==> src/rtl/t09_disp_pkg.sv <==
// Shared definitions for the multiplexed BCD digit capture block: FSM states,
// digit-slot indices, seven-segment patterns (gfedcba) and a BCD helper.
package t09_disp_pkg;

  typedef enum logic [1:0] {
    EXP0 = 2'd0,
    EXP1 = 2'd1,
    EXP2 = 2'd2
  } state_t;

  localparam logic [1:0] IDX_ONES     = 2'd0;
  localparam logic [1:0] IDX_TENS     = 2'd1;
  localparam logic [1:0] IDX_HUNDREDS = 2'd2;

  localparam logic [6:0] SEG_0     = 7'b0111111;
  localparam logic [6:0] SEG_1     = 7'b0000110;
  localparam logic [6:0] SEG_2     = 7'b1011011;
  localparam logic [6:0] SEG_3     = 7'b1001111;
  localparam logic [6:0] SEG_4     = 7'b1100110;
  localparam logic [6:0] SEG_5     = 7'b1101101;
  localparam logic [6:0] SEG_6     = 7'b1111101;
  localparam logic [6:0] SEG_7     = 7'b0000111;
  localparam logic [6:0] SEG_8     = 7'b1111111;
  localparam logic [6:0] SEG_9     = 7'b1101111;
  localparam logic [6:0] SEG_BLANK = 7'b0000000;

  function automatic logic is_bcd(input logic [3:0] d);
    return d <= 4'd9;
  endfunction

  function automatic logic [9:0] bcd3_to_bin(input logic [3:0] h,
                                             input logic [3:0] t,
                                             input logic [3:0] o);
    return 10'(h) * 10'd100 + 10'(t) * 10'd10 + 10'(o);
  endfunction

endpackage

==> src/rtl/t09_bcd_to_seg.sv <==
// BCD digit to active-high seven-segment decoder (gfedcba); non-BCD values blank.
module t09_bcd_to_seg
  import t09_disp_pkg::*;
(
  input  logic [3:0] bcd,
  output logic [6:0] seg
);

  always_comb begin
    seg = SEG_BLANK;
    case (bcd)
      4'd0: seg = SEG_0;
      4'd1: seg = SEG_1;
      4'd2: seg = SEG_2;
      4'd3: seg = SEG_3;
      4'd4: seg = SEG_4;
      4'd5: seg = SEG_5;
      4'd6: seg = SEG_6;
      4'd7: seg = SEG_7;
      4'd8: seg = SEG_8;
      4'd9: seg = SEG_9;
      default: seg = SEG_BLANK;
    endcase
  end

endmodule

==> src/rtl/t09_digit_capture.sv <==
// Captures a ones/tens/hundreds BCD frame from a multiplexed digit bus and drives
// binary and seven-segment views of it. Optional leading-zero blanking: T09_LZ_BLANK_EN.
module t09_digit_capture
  import t09_disp_pkg::*;
(
  input  logic       clk,
  input  logic       rst,
  input  logic [3:0] digit_in,
  input  logic [1:0] sel_in,
  input  logic       err_clr,
  output logic [3:0] ones,
  output logic [3:0] tens,
  output logic [3:0] hundreds,
  output logic [9:0] value_bin,
  output logic [6:0] seg_ones,
  output logic [6:0] seg_tens,
  output logic [6:0] seg_hundreds,
  output logic       frame_valid,
  output logic       seq_err
);

  state_t     state, next_state;
  logic [1:0] sel_d;
  logic       prime;
  logic [3:0] shadow_ones, shadow_tens;
  logic       load_ones, load_tens, commit, err_set;

  // Select register aligns sel with the digit that arrives a cycle later
  always_ff @(posedge clk) begin
    if (!rst) begin
      state <= EXP0;
      sel_d <= 2'd0;
      prime <= 1'b0;
    end else begin
      state <= next_state;
      sel_d <= sel_in;
      prime <= 1'b1;
    end
  end

  always_comb begin
    next_state = state;
    load_ones  = 1'b0;
    load_tens  = 1'b0;
    commit     = 1'b0;
    err_set    = 1'b0;
    if (prime) begin
      if (sel_d == 2'd3 || !is_bcd(digit_in)) begin
        err_set    = 1'b1;
        next_state = EXP0;
      end else if (sel_d == IDX_ONES) begin
        // A ones digit always restarts the frame; mid-frame it is a resync
        load_ones  = 1'b1;
        err_set    = (state != EXP0);
        next_state = EXP1;
      end else if (state == EXP1 && sel_d == IDX_TENS) begin
        load_tens  = 1'b1;
        next_state = EXP2;
      end else if (state == EXP2 && sel_d == IDX_HUNDREDS) begin
        commit     = 1'b1;
        next_state = EXP0;
      end else begin
        err_set    = 1'b1;
        next_state = EXP0;
      end
    end
  end

  always_ff @(posedge clk) begin
    if (!rst) begin
      shadow_ones <= 4'd0;
      shadow_tens <= 4'd0;
      ones        <= 4'd0;
      tens        <= 4'd0;
      hundreds    <= 4'd0;
      value_bin   <= 10'd0;
      frame_valid <= 1'b0;
      seq_err     <= 1'b0;
    end else begin
      if (load_ones) shadow_ones <= digit_in;
      if (load_tens) shadow_tens <= digit_in;
      if (commit) begin
        ones      <= shadow_ones;
        tens      <= shadow_tens;
        hundreds  <= digit_in;
        value_bin <= bcd3_to_bin(digit_in, shadow_tens, shadow_ones);
      end
      frame_valid <= commit;
      // A new error outranks a simultaneous clear
      if (err_set)      seq_err <= 1'b1;
      else if (err_clr) seq_err <= 1'b0;
    end
  end

  logic [6:0] raw_ones, raw_tens, raw_hundreds;
  logic       blank_tens, blank_hundreds;

  t09_bcd_to_seg u_seg_ones     (.bcd(ones),     .seg(raw_ones));
  t09_bcd_to_seg u_seg_tens     (.bcd(tens),     .seg(raw_tens));
  t09_bcd_to_seg u_seg_hundreds (.bcd(hundreds), .seg(raw_hundreds));

`ifdef T09_LZ_BLANK_EN
  assign blank_hundreds = (hundreds == 4'd0);
  assign blank_tens     = blank_hundreds && (tens == 4'd0);
`else
  assign blank_hundreds = 1'b0;
  assign blank_tens     = 1'b0;
`endif

  assign seg_ones     = raw_ones;
  assign seg_tens     = blank_tens     ? SEG_BLANK : raw_tens;
  assign seg_hundreds = blank_hundreds ? SEG_BLANK : raw_hundreds;

endmodule

==> config.mk <==
export PLATFORM = sky130hd
export DESIGN_NAME = t09_digit_capture
export DESIGN_NICKNAME = d
export VERILOG_FILES = /design/src/rtl/t09_disp_pkg.sv /design/src/rtl/t09_bcd_to_seg.sv /design/src/rtl/t09_digit_capture.sv
export SDC_FILE = /design/constraint.sdc
export NUM_CORES = 1
export LEC_CHECK = 0
export ABC_AREA = 0
export BUFFER_PORTS_ARGS = -buffer_cell sky130_fd_sc_hd__buf_2
export CORE_ASPECT_RATIO = 2
export CORE_MARGIN = 2
export CORE_UTILIZATION = 57
export DETAILED_ROUTE_END_ITERATION = 10
export GPL_TIMING_DRIVEN = 0
export PLACE_DENSITY_LB_ADDON = 0.1
export SYNTH_ARGS = -nofsm -noshare
export SYNTH_HDL_FRONTEND = slang
export SYNTH_SLANG_ARGS = --single-unit
==> constraint.sdc <==
create_clock -name clk -period 4.41 [get_ports clk]
set_clock_uncertainty 0.2 [all_clocks]
set_input_delay 0.882 -clock clk [delete_from_list [all_inputs] [get_ports clk]]
set_output_delay 0.882 -clock clk [all_outputs]
set_load 0.01 [all_outputs]
==> qor.txt <==
PLACE
------------------------------------------------------------------------------
Final weighted congestion in routability-driven placement .......        0.857
Total instance count after detailed placement ...................          489
Half-perimeter wire length of the detailed placement result .....      6.10 mm
Number of input and output port buffers inserted ................           53

DETAILED ROUTING
------------------------------------------------------------------------------
Final wirelength ................................................      7.86 mm
Routed len/inst .................................................      15.6 um
Length of the first detailed-routing pass in iterations .........            4
Vias/cell .......................................................         5.60
Post-DRT Antenna Nets ...........................................            0
Violation count after the first detailed-route iteration ........          136
Overall via count from detail_route .............................         2830
DRC violation count after routing ...............................            0

TIMING
------------------------------------------------------------------------------
Setup TNS .......................................................         0 ns
Final max-slew violation count ..................................            0
Number of setup violations in the final report ..................            0
Final Cycle Share ...............................................        83.7%
Fmax ............................................................      271 MHz
Max-Slew Margin vs Limit ........................................        60.3%
Total count of hold-check failures in the final report ..........            0
Worst-margin pin slew ...........................................     0.595 ns
Minimum clock period ............................................      3.69 ns
Setup repair after global routing missed its margin .............        false
Min Hold Slack ..................................................     0.250 ns

SYNTH
------------------------------------------------------------------------------
Predominant post-synthesis flop cell ............................ sky130_fd_sc_hd__dfxtp_1
Gate count after technology mapping .............................          375
Synthesized Nets ................................................          433
Netlist Area Pre-Place ..........................................     3350 um2
Sequential element share of the synthesized area ................        34.1%
Synth unique cells ..............................................           51
Number of enable-type register cells in the synthesized netlist .            0
Async set-reset flop share out of synthesis .....................           0%
Syn. warnings ...................................................            0
Flop and latch count out of synthesis ...........................           57
Average cell area after synthesis ...............................     8.93 um2

CLOCK NETWORK
------------------------------------------------------------------------------
Maximum root-to-sink buffer count ...............................            2
Inserted Clock Buffers ..........................................            9
Post CTS Setup Buffer Count .....................................            0
CTS hold repair buffers .........................................            0
CTS tree ........................................................        built
Worst-path clk slew .............................................      0.05 ns
CTS sink cnt ....................................................           57
H-tree depth ....................................................            3
Latest clock arrival within the worst-skew pair .................      0.33 ns
Master cell of the clock root buffer ............................ sky130_fd_sc_hd__clkbuf_16
CTS-repair resized insts ........................................            0

GLOBAL ROUTING
------------------------------------------------------------------------------
M2 GR Usage .....................................................        46.4%
Total global routing track utilization ..........................        26.5%
Global-route wire length before repair ..........................      12.9 mm
GR Layer Usage met3 .............................................        6.57%
Peak-usage layer in the global routing report ...................         met2
Initial antenna violation count .................................            0
Largest net degree at the start of global routing ...............           11
Number of global-route vias before repair .......................         2842
GR Layer Usage met1 .............................................        27.3%
Total congestion overflow .......................................            0

CRITICAL PATH
------------------------------------------------------------------------------
Worst-case reg-to-reg path depth ................................           11
Kind of cell adding the most delay to the critical path ......... simple AND/OR/NAND/NOR gates
Stages on worst setup path ......................................           15
Data arrival time of the critical path ..........................      3.75 ns
Critical path, cell by cell ..................................... buf_2 -> inv_1 -> ha_1 -> nor2b_1 -> o21a_1 -> nor2_1 -> buf_2 -> mux2i_1 -> nor2_1 -> ha_1 -> nor3_1 -> o21ai_0 -> nand2_1 -> o21ai_0 -> a21oi_1
Nature of the critical path startpoint ..........................   input port
Max stage delay cell, worst path ................................ sky130_fd_sc_hd__mux2i_1
Endpoint class of the critical path .............................         flop
Data required, critical path ....................................      4.47 ns
Top fanout value on the critical path ...........................           10
Worst path buffer plus inverter count ...........................            3
Worst Setup Path Type ........................................... input port to flop
CP max stage delay ..............................................      0.36 ns

FINISH
------------------------------------------------------------------------------
Fin cells .......................................................          505
Count of inserted antenna diode cells ...........................            0
Area Growth Syn to Fin ..........................................        18.4%
Proportion of layout cells with a drive suffix above 1 ..........        18.7%
Commonest non-fill, non-tap cells in the layout ................. sky130_fd_sc_hd__buf_2 (57), sky130_fd_sc_hd__dfxtp_1 (57), sky130_fd_sc_hd__ha_1 (44)
Post-layout nets ................................................          497
End-of-flow core utilization ....................................        69.4%

WORST HOLD PATH
------------------------------------------------------------------------------
Hold path cells .................................................            2
Worst hold path type ............................................ flop to flop

FLOORPLAN
------------------------------------------------------------------------------
Std-Cell Core Area ..............................................     5710 um2
Boundary Pins ...................................................           54
Die Outline Area ................................................     6540 um2
# rows ..........................................................           39
Initial standard-cell utilization of the core ...................        58.6%
Die width .......................................................      58.2 um
Die H ...........................................................       112 um

PWR
------------------------------------------------------------------------------
Power per Cell Area .............................................   318 nW/um2
Internal power consumption ......................................   0.000969 W
Switch share ....................................................        23.2%
Maximum resistive drop on vdd ...................................       388 uV
Power dissipated by switching net loads .........................   0.000293 W
Part of the power in registers ..................................        41.8%
Clock network fraction of total power ...........................        50.1%
Leakage power figure ............................................      1.83 nW
Final total power ...............................................    0.00126 W
Share of power burned in combinational logic ....................         8.1%

FLOW RUN
------------------------------------------------------------------------------
Max capacitance violation total .................................            0

OUTCOME
------------------------------------------------------------------------------
Status .......................................................... finished clean

## layout make-up
class	count	area, um2
Multi-Input combinational cell	272	2020
Fill cell	472	1750
Sequential cell	57	1140
Timing Repair Buffer	53	265
Clock buffer	13	260
Inverter	33	124
Tap cell	61	76.3
Buffer	13	57.6
Clock inverter	3	15.0
## path summary, 6_finish.rpt
path	end	slack, ns	start
worst max-delay path	u_seg_tens.seg[5]	0.72	digit_in[2]
worst min register to register	value_bin[6]	0.25	value_bin[6]
worst max register to register	value_bin[7]	1.05	shadow_tens[1]
worst min-delay path	value_bin[6]	0.25	value_bin[6]
## worst reg2reg max path: stages (launching register included)
cell and delay, ns:
sky130_fd_sc_hd__dfxtp_1 0.45, sky130_fd_sc_hd__ha_1 0.28, sky130_fd_sc_hd__ha_1 0.23, sky130_fd_sc_hd__fa_1 0.45, sky130_fd_sc_hd__ha_1 0.29, sky130_fd_sc_hd__ha_1 0.35, sky130_fd_sc_hd__and2_1 0.19, sky130_fd_sc_hd__a311o_1 0.31
sky130_fd_sc_hd__a21oi_1 0.17, sky130_fd_sc_hd__xnor2_1 0.16, sky130_fd_sc_hd__nand2_1 0.07, sky130_fd_sc_hd__a21oi_1 0.14
## power by group through the flow
stage	sequential [W]	combinational [W]	clock, W
after global routing	0.000528	0.000114	0.000664
after CTS	0.000528	0.000103	0.000638
final	0.000528	0.000102	0.000632
after global placement	0.000537	0.0000993	0
after floorplan	0.000536	0.0000710	0
after detailed placement	0.000538	0.000103	0
## per-layer routing
metal / part of all wire, % / wire [um] / vias up
met5: 0 / 0 / -
met4: 3.2 / 248 / 0
met3: 4.8 / 377 / 22
met2: 55 / 4340 / 79
met1: 37 / 2890 / 1309
li1: - / - / 1420
## registers in the layout, indices dropped and copies added (netlist names)
| register | count |
|---|---|
| hundreds | 4 |
| shadow_tens | 4 |
| seq_err | 1 |
| state | 2 |
| prime | 1 |
| shadow_ones | 4 |
| sel_d | 2 |
| tens | 4 |
| frame_valid | 1 |
| u_seg_ones.seg | 7 |
| ones | 4 |
| u_seg_hundreds.seg | 7 |
| u_seg_tens.seg | 7 |
| value_bin | 9 |
## stage by stage
step                      cell area (um2)  worst slack [ns]
final                                3960             0.718
after global routing                 3960             0.522
after CTS                            3960             0.753
after detailed placement             3690             0.428
after global placement               3690             0.433
after floorplan                      3350             0.939
## Yosys cell counts, types with 6 or more instances
cell / n / area, um2
sky130_fd_sc_hd__o21ai_0: 14 / 70.1
sky130_fd_sc_hd__xnor2_1: 8 / 70.1
sky130_fd_sc_hd__nor2_1: 28 / 105
sky130_fd_sc_hd__inv_1: 32 / 120
sky130_fd_sc_hd__nand2_1: 33 / 124
sky130_fd_sc_hd__nor2b_1: 7 / 43.8
sky130_fd_sc_hd__dfxtp_1: 57 / 1140
sky130_fd_sc_hd__nor3_1: 8 / 40.0
sky130_fd_sc_hd__xor2_1: 7 / 61.3
sky130_fd_sc_hd__mux2i_1: 15 / 150
sky130_fd_sc_hd__clkbuf_1: 8 / 30.0
sky130_fd_sc_hd__a21oi_1: 33 / 165
sky130_fd_sc_hd__nand3_1: 6 / 30.0
sky130_fd_sc_hd__and2_1: 10 / 62.6
sky130_fd_sc_hd__ha_1: 44 / 551
## cell families after synthesis
kind of cell / after synthesis / share of synthesized area (%)
AO/OA/AOI/OAI: 80 / 15.0
XOR/XNOR: 15 / 3.93
adder cells (fa/ha/maj): 49 / 19.4
buffers and inverters: 46 / 5.42
flip-flops: 57 / 34.1
multiplexers: 20 / 6.28
AND/OR/NAND/NOR: 108 / 15.9
(Power assumes the default switching activity.)
